`src/rtl/bp_be_instr_encoder_if.sv`:
```
// Command / instruction handshake bundle for bp_be_instr_encoder.
//   cmd_*     : op descriptor in, valid/ready handshake (accept = cmd_v & cmd_ready)
//   instr_*   : encoded RV64 word out, valid/ready handshake
//   illegal   : one-cycle pulse after an illegal op is accepted
//   instr_cnt : count of output handshakes (wraps)
// modport slave  : the encoder side
// modport master : the command producer / instruction consumer side
interface bp_be_instr_encoder_if #(
  parameter int unsigned cnt_width_p = 16
);
  logic                   cmd_v;
  logic                   cmd_ready;
  logic [3:0]             cmd_op;
  logic [4:0]             cmd_rd;
  logic [4:0]             cmd_rs1;
  logic [4:0]             cmd_rs2;
  logic [31:0]            cmd_imm;
  logic                   instr_v;
  logic                   instr_ready;
  logic [31:0]            instr;
  logic                   illegal;
  logic [cnt_width_p-1:0] instr_cnt;

  modport slave (
    input  cmd_v, cmd_op, cmd_rd, cmd_rs1, cmd_rs2, cmd_imm, instr_ready,
    output cmd_ready, instr_v, instr, illegal, instr_cnt
  );

  modport master (
    output cmd_v, cmd_op, cmd_rd, cmd_rs1, cmd_rs2, cmd_imm, instr_ready,
    input  cmd_ready, instr_v, instr, illegal, instr_cnt
  );
endinterface

```
`src/rtl/bp_be_instr_encoder.sv`:
```
// Inverse of the BE instruction decoder: turns a compact op descriptor into a
// 32-bit RV64 instruction word. LI32 expands to LUI + ADDIW. Output is a
// registered valid/ready stage with one pending slot for the ADDIW half.
// Ports:
//   clk_i      : clock
//   reset_n_i  : asynchronous active-low reset
//   io         : bp_be_instr_encoder_if.slave (command in, instruction out,
//                illegal pulse, handshake counter)
// Parameters:
//   cnt_width_p      : width of the output-handshake counter (must match io)
//   nop_on_illegal_p : 1 = illegal op emits a NOP, 0 = it emits nothing
module bp_be_instr_encoder #(
  parameter int unsigned cnt_width_p      = 16,
  parameter bit          nop_on_illegal_p = 1'b0
) (
  input logic                clk_i,
  input logic                reset_n_i,
  bp_be_instr_encoder_if.slave io
);

  typedef enum logic [3:0] {
    OP_ADD   = 4'd0,
    OP_SUB   = 4'd1,
    OP_ADDI  = 4'd2,
    OP_LUI   = 4'd3,
    OP_AUIPC = 4'd4,
    OP_LD    = 4'd5,
    OP_SD    = 4'd6,
    OP_BEQ   = 4'd7,
    OP_JAL   = 4'd8,
    OP_CSRRS = 4'd9,
    OP_LI32  = 4'd10,
    OP_NOP   = 4'd11
  } op_e;

  typedef enum logic [1:0] {
    ST_EMPTY,
    ST_OUT,
    ST_PEND
  } state_e;

  localparam logic [31:0] nop_word_lp = 32'h0000_0013;

  state_e                 state;
  logic                   instr_v_q;
  logic [31:0]            instr_q;
  logic [31:0]            pend_q;
  logic                   illegal_q;
  logic [cnt_width_p-1:0] cnt_q;

  logic        accept;
  logic        handshake;
  logic        illegal_op;
  logic [31:0] enc;
  logic [31:0] addiw;
  logic [19:0] li_hi;

  logic [4:0]  rd, rs1, rs2;
  logic [31:0] imm;

  assign rd  = io.cmd_rd;
  assign rs1 = io.cmd_rs1;
  assign rs2 = io.cmd_rs2;
  assign imm = io.cmd_imm;

  // Never ready while the ADDIW half is pending; otherwise ready when the
  // output slot is free or draining this cycle.
  assign io.cmd_ready = (state == ST_EMPTY) | ((state == ST_OUT) & io.instr_ready);
  assign accept       = io.cmd_v & io.cmd_ready;
  assign handshake    = instr_v_q & io.instr_ready;
  assign illegal_op   = (io.cmd_op[3:2] == 2'b11);

  // ADDIW sign-extends its 12-bit immediate, so the upper part is rounded up
  // when imm[11] is set.
  assign li_hi = imm[31:12] + {19'b0, imm[11]};
  assign addiw = {imm[11:0], rd, 3'b000, rd, 7'b0011011};

  always_comb begin
    enc = nop_word_lp;
    case (io.cmd_op)
      OP_ADD:   enc = {7'b0000000, rs2, rs1, 3'b000, rd, 7'b0110011};
      OP_SUB:   enc = {7'b0100000, rs2, rs1, 3'b000, rd, 7'b0110011};
      OP_ADDI:  enc = {imm[11:0], rs1, 3'b000, rd, 7'b0010011};
      OP_LUI:   enc = {imm[31:12], rd, 7'b0110111};
      OP_AUIPC: enc = {imm[31:12], rd, 7'b0010111};
      OP_LD:    enc = {imm[11:0], rs1, 3'b011, rd, 7'b0000011};
      OP_SD:    enc = {imm[11:5], rs2, rs1, 3'b011, imm[4:0], 7'b0100011};
      OP_BEQ:   enc = {imm[12], imm[10:5], rs2, rs1, 3'b000, imm[4:1], imm[11], 7'b1100011};
      OP_JAL:   enc = {imm[20], imm[10:1], imm[11], imm[19:12], rd, 7'b1101111};
      OP_CSRRS: enc = {imm[11:0], rs1, 3'b010, rd, 7'b1110011};
      OP_LI32:  enc = {li_hi, rd, 7'b0110111};
      OP_NOP:   enc = nop_word_lp;
      default:  enc = nop_word_lp;
    endcase
  end

  always_ff @(posedge clk_i or negedge reset_n_i) begin
    if (!reset_n_i) begin
      state     <= ST_EMPTY;
      instr_v_q <= 1'b0;
      instr_q   <= '0;
      pend_q    <= '0;
      illegal_q <= 1'b0;
      cnt_q     <= '0;
    end else begin
      illegal_q <= accept & illegal_op;
      if (handshake) begin
        cnt_q <= cnt_q + cnt_width_p'(1);
      end

      if (accept) begin
        if (illegal_op) begin
          if (nop_on_illegal_p) begin
            state     <= ST_OUT;
            instr_v_q <= 1'b1;
            instr_q   <= nop_word_lp;
          end else begin
            state     <= ST_EMPTY;
            instr_v_q <= 1'b0;
          end
        end else if (io.cmd_op == OP_LI32) begin
          state     <= ST_PEND;
          instr_v_q <= 1'b1;
          instr_q   <= enc;
          pend_q    <= addiw;
        end else begin
          state     <= ST_OUT;
          instr_v_q <= 1'b1;
          instr_q   <= enc;
        end
      end else if (handshake) begin
        if (state == ST_PEND) begin
          state   <= ST_OUT;
          instr_q <= pend_q;
        end else begin
          state     <= ST_EMPTY;
          instr_v_q <= 1'b0;
        end
      end
    end
  end

  assign io.instr_v   = instr_v_q;
  assign io.instr     = instr_q;
  assign io.illegal   = illegal_q;
  assign io.instr_cnt = cnt_q;

endmodule

```
`src/flat_wrapper.sv`:
```
// flat-port wrapper written by rule: the top's interface ports become plain ports
module bp_be_instr_encoder_flat 
#(
  parameter int unsigned cnt_width_p      = 16,
  parameter bit          nop_on_illegal_p = 1'b0
)
  (clk_i, reset_n_i, io_cmd_v, io_cmd_op, io_cmd_rd, io_cmd_rs1, io_cmd_rs2, io_cmd_imm, io_instr_ready, io_cmd_ready, io_instr_v, io_instr, io_illegal, io_instr_cnt);
  bp_be_instr_encoder_if #(.cnt_width_p(cnt_width_p)) io_i ();
  input logic clk_i;
  input logic reset_n_i;
  input wire logic [$bits(io_i.cmd_v)-1:0] io_cmd_v;
  input wire logic [$bits(io_i.cmd_op)-1:0] io_cmd_op;
  input wire logic [$bits(io_i.cmd_rd)-1:0] io_cmd_rd;
  input wire logic [$bits(io_i.cmd_rs1)-1:0] io_cmd_rs1;
  input wire logic [$bits(io_i.cmd_rs2)-1:0] io_cmd_rs2;
  input wire logic [$bits(io_i.cmd_imm)-1:0] io_cmd_imm;
  input wire logic [$bits(io_i.instr_ready)-1:0] io_instr_ready;
  output wire logic [$bits(io_i.cmd_ready)-1:0] io_cmd_ready;
  output wire logic [$bits(io_i.instr_v)-1:0] io_instr_v;
  output wire logic [$bits(io_i.instr)-1:0] io_instr;
  output wire logic [$bits(io_i.illegal)-1:0] io_illegal;
  output wire logic [$bits(io_i.instr_cnt)-1:0] io_instr_cnt;
  assign io_i.cmd_v = io_cmd_v;
  assign io_i.cmd_op = io_cmd_op;
  assign io_i.cmd_rd = io_cmd_rd;
  assign io_i.cmd_rs1 = io_cmd_rs1;
  assign io_i.cmd_rs2 = io_cmd_rs2;
  assign io_i.cmd_imm = io_cmd_imm;
  assign io_i.instr_ready = io_instr_ready;
  assign io_cmd_ready = io_i.cmd_ready;
  assign io_instr_v = io_i.instr_v;
  assign io_instr = io_i.instr;
  assign io_illegal = io_i.illegal;
  assign io_instr_cnt = io_i.instr_cnt;
  bp_be_instr_encoder #(.cnt_width_p(cnt_width_p), .nop_on_illegal_p(nop_on_illegal_p)) u_core (.clk_i(clk_i), .reset_n_i(reset_n_i), .io(io_i));
endmodule
```
`config.mk`:
```
export PLATFORM = sky130hd
export DESIGN_NAME = bp_be_instr_encoder_flat
export DESIGN_NICKNAME = d
export VERILOG_FILES = /design/src/rtl/bp_be_instr_encoder_if.sv /design/src/rtl/bp_be_instr_encoder.sv /design/src/flat_wrapper.sv
export SDC_FILE = /design/constraint.sdc
export NUM_CORES = 1
export LEC_CHECK = 0
export BUFFER_PORTS_ARGS = -buffer_cell sky130_fd_sc_hd__buf_2
export CAP_MARGIN = 40
export CORE_MARGIN = 1.5
export CORE_UTILIZATION = 59
export DETAILED_ROUTE_END_ITERATION = 16
export GPL_TIMING_DRIVEN = 0
export PLACE_DENSITY = 0.87
export SYNTH_ARGS = -nofsm -noshare
export SYNTH_HDL_FRONTEND = slang
export SYNTH_SLANG_ARGS = --single-unit
```
`constraint.sdc`:
```
create_clock -name clk_i -period 3.4 [get_ports clk_i]
set_clock_uncertainty 0.05 [all_clocks]
set_input_delay 0.17 -clock clk_i [delete_from_list [all_inputs] [get_ports clk_i]]
set_output_delay 0.17 -clock clk_i [all_outputs]
set_load 0.02 [all_outputs]
```
---- After elaboration in Yosys (flattened, before gate mapping) ----
Index checks and enable logic that the tools add are counted.
W data, S select, Z words.
cells by class
  add/subtract/negate cells ............... 2
  eq/ne operators ......................... 15
  bitwise logic cells ..................... 6
  reductions and logical operators ........ 7
  multiplexer cells ....................... 14
operator list
  operator                 count
  $pmux W32 S11            1
  $mux W32                 4
  $add A20 B1 Y20          1
  $add A16 B1 Y16 const B  1
  $eq A4 B3 Y1 const B     4
  $eq A4 B4 Y1 const B     3
  $eq A4 B2 Y1 const B     2
  $mux W2                  4
  $reduce_and A3 Y1        2
  $mux W1                  5
  $and A1 B1 Y1            4
  $eq A2 B2 Y1 const B     2
  $eq A4 B1 Y1 const B     1
  $logic_not A4 Y1         1
  $reduce_bool A2 Y1       2
  $eq A2 B1 Y1 const B     1
  $logic_not A2 Y1         1
  $ne A2 B1 Y1 const B     1
  $ne A2 B2 Y1 const B     1
  $reduce_and A2 Y1        1
  $not A1 Y1               1
  $or A1 B1 Y1             1
word-level totals
  input port bits ......................... 55
  output and inout bits ................... 51
  word-level logic and storage cells ...... 50
  register bits ........................... 78

---- Longest topological paths before layout ----
Gate-level depths: netlist of the first run.
  depth in word-level cells ............... 6
  depth in mapped cells ................... 8
  depth with buffers taken out ............ 6

---- Worst setup path before layout of the first run ----
OpenSTA, ideal clock, no wires.
  path kind ............................... flip-flop to flip-flop
  start ................................... register u_core.state[0]
  end ..................................... register u_core.pend_q[15]
  library setup time ...................... 0.125 ns
  period minus slack after synthesis ...... 1.613 ns
  data arrival time ....................... 1.438 ns
  path slack .............................. 1.787 ns
  required time ........................... 3.225 ns
  stages on the path, launching flop included .. 6
  path buffers ............................ 1
  path through ............................ dfrtp_1 > nor2b_1 > nor2_2 > nand2_2 > buf_6 > mux2_4
on the way
  cells in the longest elaborated chain, start to end .. 5
  elaborated cells on any way between the ends .. 6
  those cells by class .................... 1 x eq/ne; 3 x bitwise; 2 x reduce/logical
RTL lines
  item                             line                        text
  start, declared                  bp_be_instr_encoder.sv:44   state_e state;
  start signal, assigned           bp_be_instr_encoder.sv:99   state <= ST_EMPTY;
  start signal, assigned           bp_be_instr_encoder.sv:114  state <= ST_OUT;
  start signal, assigned           bp_be_instr_encoder.sv:118  state <= ST_EMPTY;
  $eq A2 B1 Y1                     bp_be_instr_encoder.sv:68   assign io.cmd_ready = (state == ST_EMPTY) | ((state == ST_OUT) & io.instr_ready);
  $and A1 B1 Y1                    bp_be_instr_encoder.sv:68
  $or A1 B1 Y1 (*)                 bp_be_instr_encoder.sv:68
  $and A1 B1 Y1 (*)                bp_be_instr_encoder.sv:69   assign accept = io.cmd_v & io.cmd_ready;
  $reduce_and A3 Y1 (no line) (*)  --
  end signal, assigned             bp_be_instr_encoder.sv:125  pend_q <= addiw;
  end, declared                    bp_be_instr_encoder.sv:47   logic [31:0] pend_q;
Every way passes the cells marked *; elsewhere a longest branch is shown, timed or not.
A chain may end at the register's enable or synchronous reset.

---- Worst setup path after layout of the first run ----
  start ................................... register u_core.state[1]
  end ..................................... register u_core.pend_q[20]
The elaborated chain is that of the path after synthesis.

==> reports/metrics.csv, run 1 <==
metric;value;unit
status;completed;
setup repair bufs after CTS;0;
top cell type's share of synthesized area;0.389;
Die W;89.8;µm
core area;0.00725;mm²
Resized Gates After CTS;0;
Crit. End Element;register;
clk root buf;clkbuf_8;
Site Rows;31;
Total GRT Usage;0.355;
Pre-antenna DRT Iters;6;
FFs w/ async S/R, synth;1.00;
starting density of the core;0.613;
final instance area;0.00538;mm²
full die area;0.00806;mm²
main area contributors after synthesis;dfrtp_1 39%, nand2_1 4.6%, xnor2_1 3.7%;
I/O pins;106;
Ys Warns;0;
CTS max path bufs;2;
Area growth syn-to-layout;21.0;%
Routed WL;13900;µm
power per standard cell area;594;mW/mm²
R2R depth;5;
1st-iter DRT viols;527;
Hold Path Stages;2;
die height;89.8;µm
Hold EP;u_core.pend_q[28];
Post-Place Setup Slack;1380;ps
f_max;471;MHz
CP Launch Type;register;
r2r startpoint;u_core.state[1];
crit path max fanout;10;
first-pass GRT wire length;22500;µm
placed inst area;0.00512;mm²
Worst R2R Setup Slack;1280;ps
Vias/cell;6.33;
area leader, netlist;dfrtp_1;
Layout Cells excl Fill;696;
Cells after DPL;677;
vias in the first global route;4390;
Worst Path Required;3600;ps
worst hold slack;5.07;ps
cell chain of the critical path;nand2b_1 -> nor2_2 -> nand2_2 -> buf_6 -> mux2_4;
Post-synth top flop;dfrtp_1;
total CTS buffers;9;
Final Hold Fails;0;
Antenna Nets Post-Route;0;
vias;4403;
commonest non-fill, non-tap cell in the layout;buf_2;
Final #Nets;650;
number of port buffers;104;
antenna fix cells;0;
Tcrit/Tclk final;0.625;
post-route setup slack;1280;ps
Post-route DRC;0;
CTS tree;done;
Post-synth EDFFs;0;
final-report setup violation count;0;
antenna violations before repair;0;
most frequent cells in the layout;119 x buf_2, 69 x dfrtp_1, 54 x nand2_1, 26 x nor2_1, 26 x o21ai_0;
share of layout cells above drive strength 1;0.315;
Largest stage delay, worst path;450;ps
syn_nets;531;
Synth Register Bits;69;
Routability Congestion;0.943;
clk slew on worst S/H paths;80;ps
Reg-to-Reg End;u_core.pend_q[20];
post-synthesis instance total;473;
P_leak;2.52;nW
Slowest-stage cell, CP;nor2_2;
RSZ-0062 raised after global routing;false;
grt ovf;0;
clock sink count;69;
Distinct cells, synth;74;
Clk Latency, worst-skew pair;360;ps
Slew HR;0.585;
Worst Setup Path Type;register to register;
Worst-Margin Slew;619;ps
Worst Path Arrival;2320;ps
CTS H-tree depth;3;
sequential share of the synthesized area;0.389;
Post-DP HPWL;10000;µm
largest net degree at the start of global routing;55;
Synth Cell Area;0.00444;mm²
maximum vdd drop;0.286;mV
post-route minimum period;2120;ps
max-slew violation count;0;
Hold Startpoint;io_cmd_imm[8];
Max Cap Viol;0;
HP Class;primary input to register;
WL per Instance;20.0;µm
Fin Setup TNS;0;ps
Avg Inst Size Synth;9.40;µm²
kinds of logic (layout without fill, tap and decap cells):
group / Yosys count / in the layout / synth area share
buffers and inverters: 44 / 168 / 0.0586
multiplexers: 16 / 16 / 0.0493
adder cells (fa/ha/maj): 3 / 3 / 0.00845
flip-flops: 69 / 69 / 0.389
XOR/XNOR: 29 / 29 / 0.0588
AO/OA/AOI/OAI: 147 / 147 / 0.236
AND/OR/NAND/NOR: 165 / 165 / 0.200
power breakdown:
group	internal (mW)	total, mW	switching [mW]
registers	1.06	1.24	0.181
clock network	0.426	0.802	0.376
logic	0.464	1.15	0.682
worst max-delay path: cells and delay by family (launching register included):
kind,cells,cell delay (ps)
and+or+nand+nor,3,950
DFF,1,430
muxes,1,310
buffers and inverters,1,250
metal layers:
layer	part of all wire	GRT usage	wire [µm]
met3	0.080	0.0702	1110
met1	0.42	0.471	5850
met4	0.037	0.153	512
met2	0.46	0.566	6470
met5	0	0	0
area by class of cell:
class                   instances  area (µm²)
plain buffers                  32         215
clock buffers                   9         124
clock inverters                 7         105
fillers                       570        1880
inverters                      12        45.0
multi-input cells             360        2460
flip-flops and latches         69        1730
well taps                      99         124
repair buffers                108         581
how the worst max path moves through the flow:
stage / from / to / slack [ps] / cells past startpoint
after floorplan: u_core.state[0] / u_core.pend_q[15] / 1790 / 5
after global placement: u_core.state[1] / u_core.pend_q[26] / 1370 / 5
after detailed placement: u_core.state[1] / u_core.pend_q[20] / 1380 / 5
after CTS: u_core.state[1] / u_core.pend_q[20] / 1350 / 5
after global routing: u_core.state[1] / u_core.pend_q[15] / 1210 / 5
final: u_core.state[1] / u_core.pend_q[20] / 1280 / 5
synth_stat cells, drive strengths merged, types with 3 or more instances:
library cell   n
a21oi         25
a222oi         7
a22o           9
a22oi         14
a31oi          9
a32oi          3
and2           6
and4           3
buf           32
dfrtp         69
ha             3
inv           12
mux2          13
mux2i          3
nand2         55
nand2b        12
nand3         12
nand3b         3
nand4         12
nor2          27
nor2b          5
nor3           9
nor3b          3
nor4           4
o211ai         5
o21a           4
o21ai         35
o221a          4
o22a           3
o22ai          7
o31ai          4
or3            3
xnor2         20
xor2           9
registers in the layout, indices dropped and copies added (netlist names):
signal and cells:
u_core.pend_q 18, u_core.io.instr_v 1, u_core.io.instr 31, u_core.io.instr_cnt 16
u_core.state 2, u_core.io.illegal 1
timing repair:
item                       in CTS  in global routing
hold endpoints to repair       70                  1
setup endpoints to repair       0                  0
hold buffers                    2                  1
per-stage QoR:
stage	power (mW)	utilization
2_1_floorplan	1.97	-
3_3_place_gp	2.35	0.702
3_5_place_dp	2.38	0.706
4_1_cts	3.18	0.740
5_1_grt	3.35	0.741
6_report	3.19	0.741
Note: power is estimated with default switching activity, not from simulation.
==> inputs of run 2 (changes only) <==
--- a/config.mk
+++ b/config.mk
@@ -8,10 +8,10 @@
 export BUFFER_PORTS_ARGS = -buffer_cell sky130_fd_sc_hd__buf_2
 export CAP_MARGIN = 40
 export CORE_MARGIN = 1.5
-export CORE_UTILIZATION = 59
+export CORE_UTILIZATION = 49
 export DETAILED_ROUTE_END_ITERATION = 16
 export GPL_TIMING_DRIVEN = 0
-export PLACE_DENSITY = 0.87
+export PLACE_DENSITY = 0.77
 export SYNTH_ARGS = -nofsm -noshare
 export SYNTH_HDL_FRONTEND = slang
 export SYNTH_SLANG_ARGS = --single-unit
==> constraint.sdc (replaced) <==
create_clock -name clk_i -period 1.82 [get_ports clk_i]
set_clock_uncertainty 0.05 [all_clocks]
set_input_delay 0.091 -clock clk_i [delete_from_list [all_inputs] [get_ports clk_i]]
set_output_delay 0.091 -clock clk_i [all_outputs]
set_load 0.02 [all_outputs]
==> reports/metrics.csv, run 2 (same netlist as run 1, synthesis figures left out) <==
metric;value;unit
max-slew violation count;0;
maximum vdd drop;0.420;mV
core area;0.00876;mm²
cell internal pwr;3.69;mW
Worst-Margin Slew;572;ps
die height;98.2;µm
Die W;98.2;µm
power per standard cell area;1070;mW/mm²
Hold EP;u_core.pend_q[21];
Hold Startpoint;io_cmd_imm[1];
WL per Instance;20.4;µm
Filler cells;763;
Antenna Nets Post-Route;0;
CTS tree;done;
full die area;0.00965;mm²
Clock Power Share;0.238;
worst hold slack;5.65;ps
share of layout cells above drive strength 1;0.324;
1st-iter DRT viols;348;
Reg-to-Reg End;u_core.io.instr[19];
Post-route DRC;0;
Crit. End Element;register;
Final #Nets;665;
Worst R2R Setup Slack;70;ps
CTS max path bufs;2;
largest net degree at the start of global routing;46;
Power, Total;5.97;mW
grt ovf;0;
starting density of the core;0.507;
clock sink count;69;
Sw Ratio;0.381;
CP Launch Type;register;
r2r startpoint;u_core.state[0];
crit path max fanout;10;
Vias/cell;6.19;
post-route minimum period;1750;ps
Post-DP HPWL;10600;µm
status;completed;
combinational power share;0.374;
Final Hold Fails;0;
total CTS buffers;9;
Pre-antenna DRT Iters;5;
Routability Congestion;1.01;
first-pass GRT wire length;23500;µm
antenna violations before repair;1;
Largest register FFs;31;
Clk Latency, worst-skew pair;370;ps
vias;4458;
Seq pwr share;0.389;
most frequent cells in the layout;115 x buf_2, 68 x dfrtp_1, 52 x nand2_1, 26 x nor2_1, 26 x o21ai_0;
vias in the first global route;4454;
antenna fix cells;0;
HP Class;primary input to register;
Site Rows;34;
f_max;571;MHz
Area growth syn-to-layout;25.6;%
Max Cap Viol;0;
number of port buffers;104;
Worst Path Required;2030;ps
Cells after DPL;686;
Hold Path Stages;2;
I/O pins;106;
commonest non-fill, non-tap cell in the layout;buf_2;
Routed WL;14700;µm
Worst Path Arrival;1960;ps
final-report setup violation count;0;
clk root buf;clkbuf_8;
Slew HR;0.617;
NetSw;2.28;mW
P_leak;2.62;nW
Layout Cells excl Fill;720;
Worst Setup Path Type;register to register;
Tcrit/Tclk final;0.962;
Fin Setup TNS;0;ps
Total GRT Usage;0.314;
CTS H-tree depth;3;
clk slew on worst S/H paths;80;ps
R2R depth;6;
## run 2: changes by cell type in the layout (fill, tap and decap cells not counted), sizes merged
cell | before | now
dlygate4sd3 | 3 | 14
buf | 137 | 141
clkinv | 0 | 4
inv | 16 | 12
clkbuf | 9 | 10
clkinvlp | 1 | 0
## run 2: worst max path at each step
stage,startpoint,to,cells after the start
6_report,u_core.state[0],u_core.io.instr[19],6
5_1_grt,u_core.state[0],u_core.io.instr[19],6
4_1_cts,u_core.state[1],u_core.pend_q[20],5
3_5_place_dp,u_core.state[1],u_core.pend_q[15],5
3_3_place_gp,u_core.state[1],u_core.pend_q[28],5
2_1_floorplan,u_core.state[0],u_core.pend_q[15],5
## run 2: per-layer routing
| layer | up-vias | track usage | part of all wire |
|---|---|---|---|
| li1 | 2025 | - | - |
| met1 | 2136 | 0.403 | 0.41 |
| met2 | 238 | 0.492 | 0.46 |
| met3 | 59 | 0.0780 | 0.084 |
| met4 | 0 | 0.164 | 0.047 |
| met5 | - | 0 | 0 |
## run 2: power by group through the flow
stage	Clock [mW]	Sequential [mW]	Combinational, mW
floorplan	0	2.68	0.995
global placement	0	2.31	2.10
detailed placement	0	2.34	2.13
CTS	1.42	2.31	2.20
global route	1.48	2.38	2.41
finish	1.42	2.32	2.23
## run 2: worst max-delay path, stage by stage, from the launching register on
cell,delay (ps)
dfrtp_1,430
nand2b_1,220
nand2_4,160
buf_2,230
a221oi_1,320
o21a_1,170
a21oi_1,60
## run 2: cell type report
class / instances / area (µm²) / area share
multi-input cells: 360 / 2500 / 0.448
flip-flops and latches: 69 / 1730 / 0.309
repair buffers: 123 / 721 / 0.129
plain buffers: 32 / 236 / 0.0423
well taps: 108 / 135 / 0.0242
clock buffers: 10 / 128 / 0.0229
clock inverters: 6 / 87.6 / 0.0157
inverters: 12 / 45.0 / 0.00807
## run 2: per-stage QoR
step,worst slack [ps],area (µm²),utilization
floorplan,207,4440,-
global placement,-235,5100,0.582
detailed placement,-253,5130,0.585
CTS,22.2,5540,0.632
global route,-1.12,5580,0.637
finish,69.1,5580,0.637
## run 2: what timing repair did
action / CTS / global route
endpoints found under the setup margin: 47 / 38
pin swaps: 1 / 0
hold buffers: 14 / 0
hold endpoints to repair: 82 / 0
buffers inserted: 4 / 0
resized for setup: 9 / 12
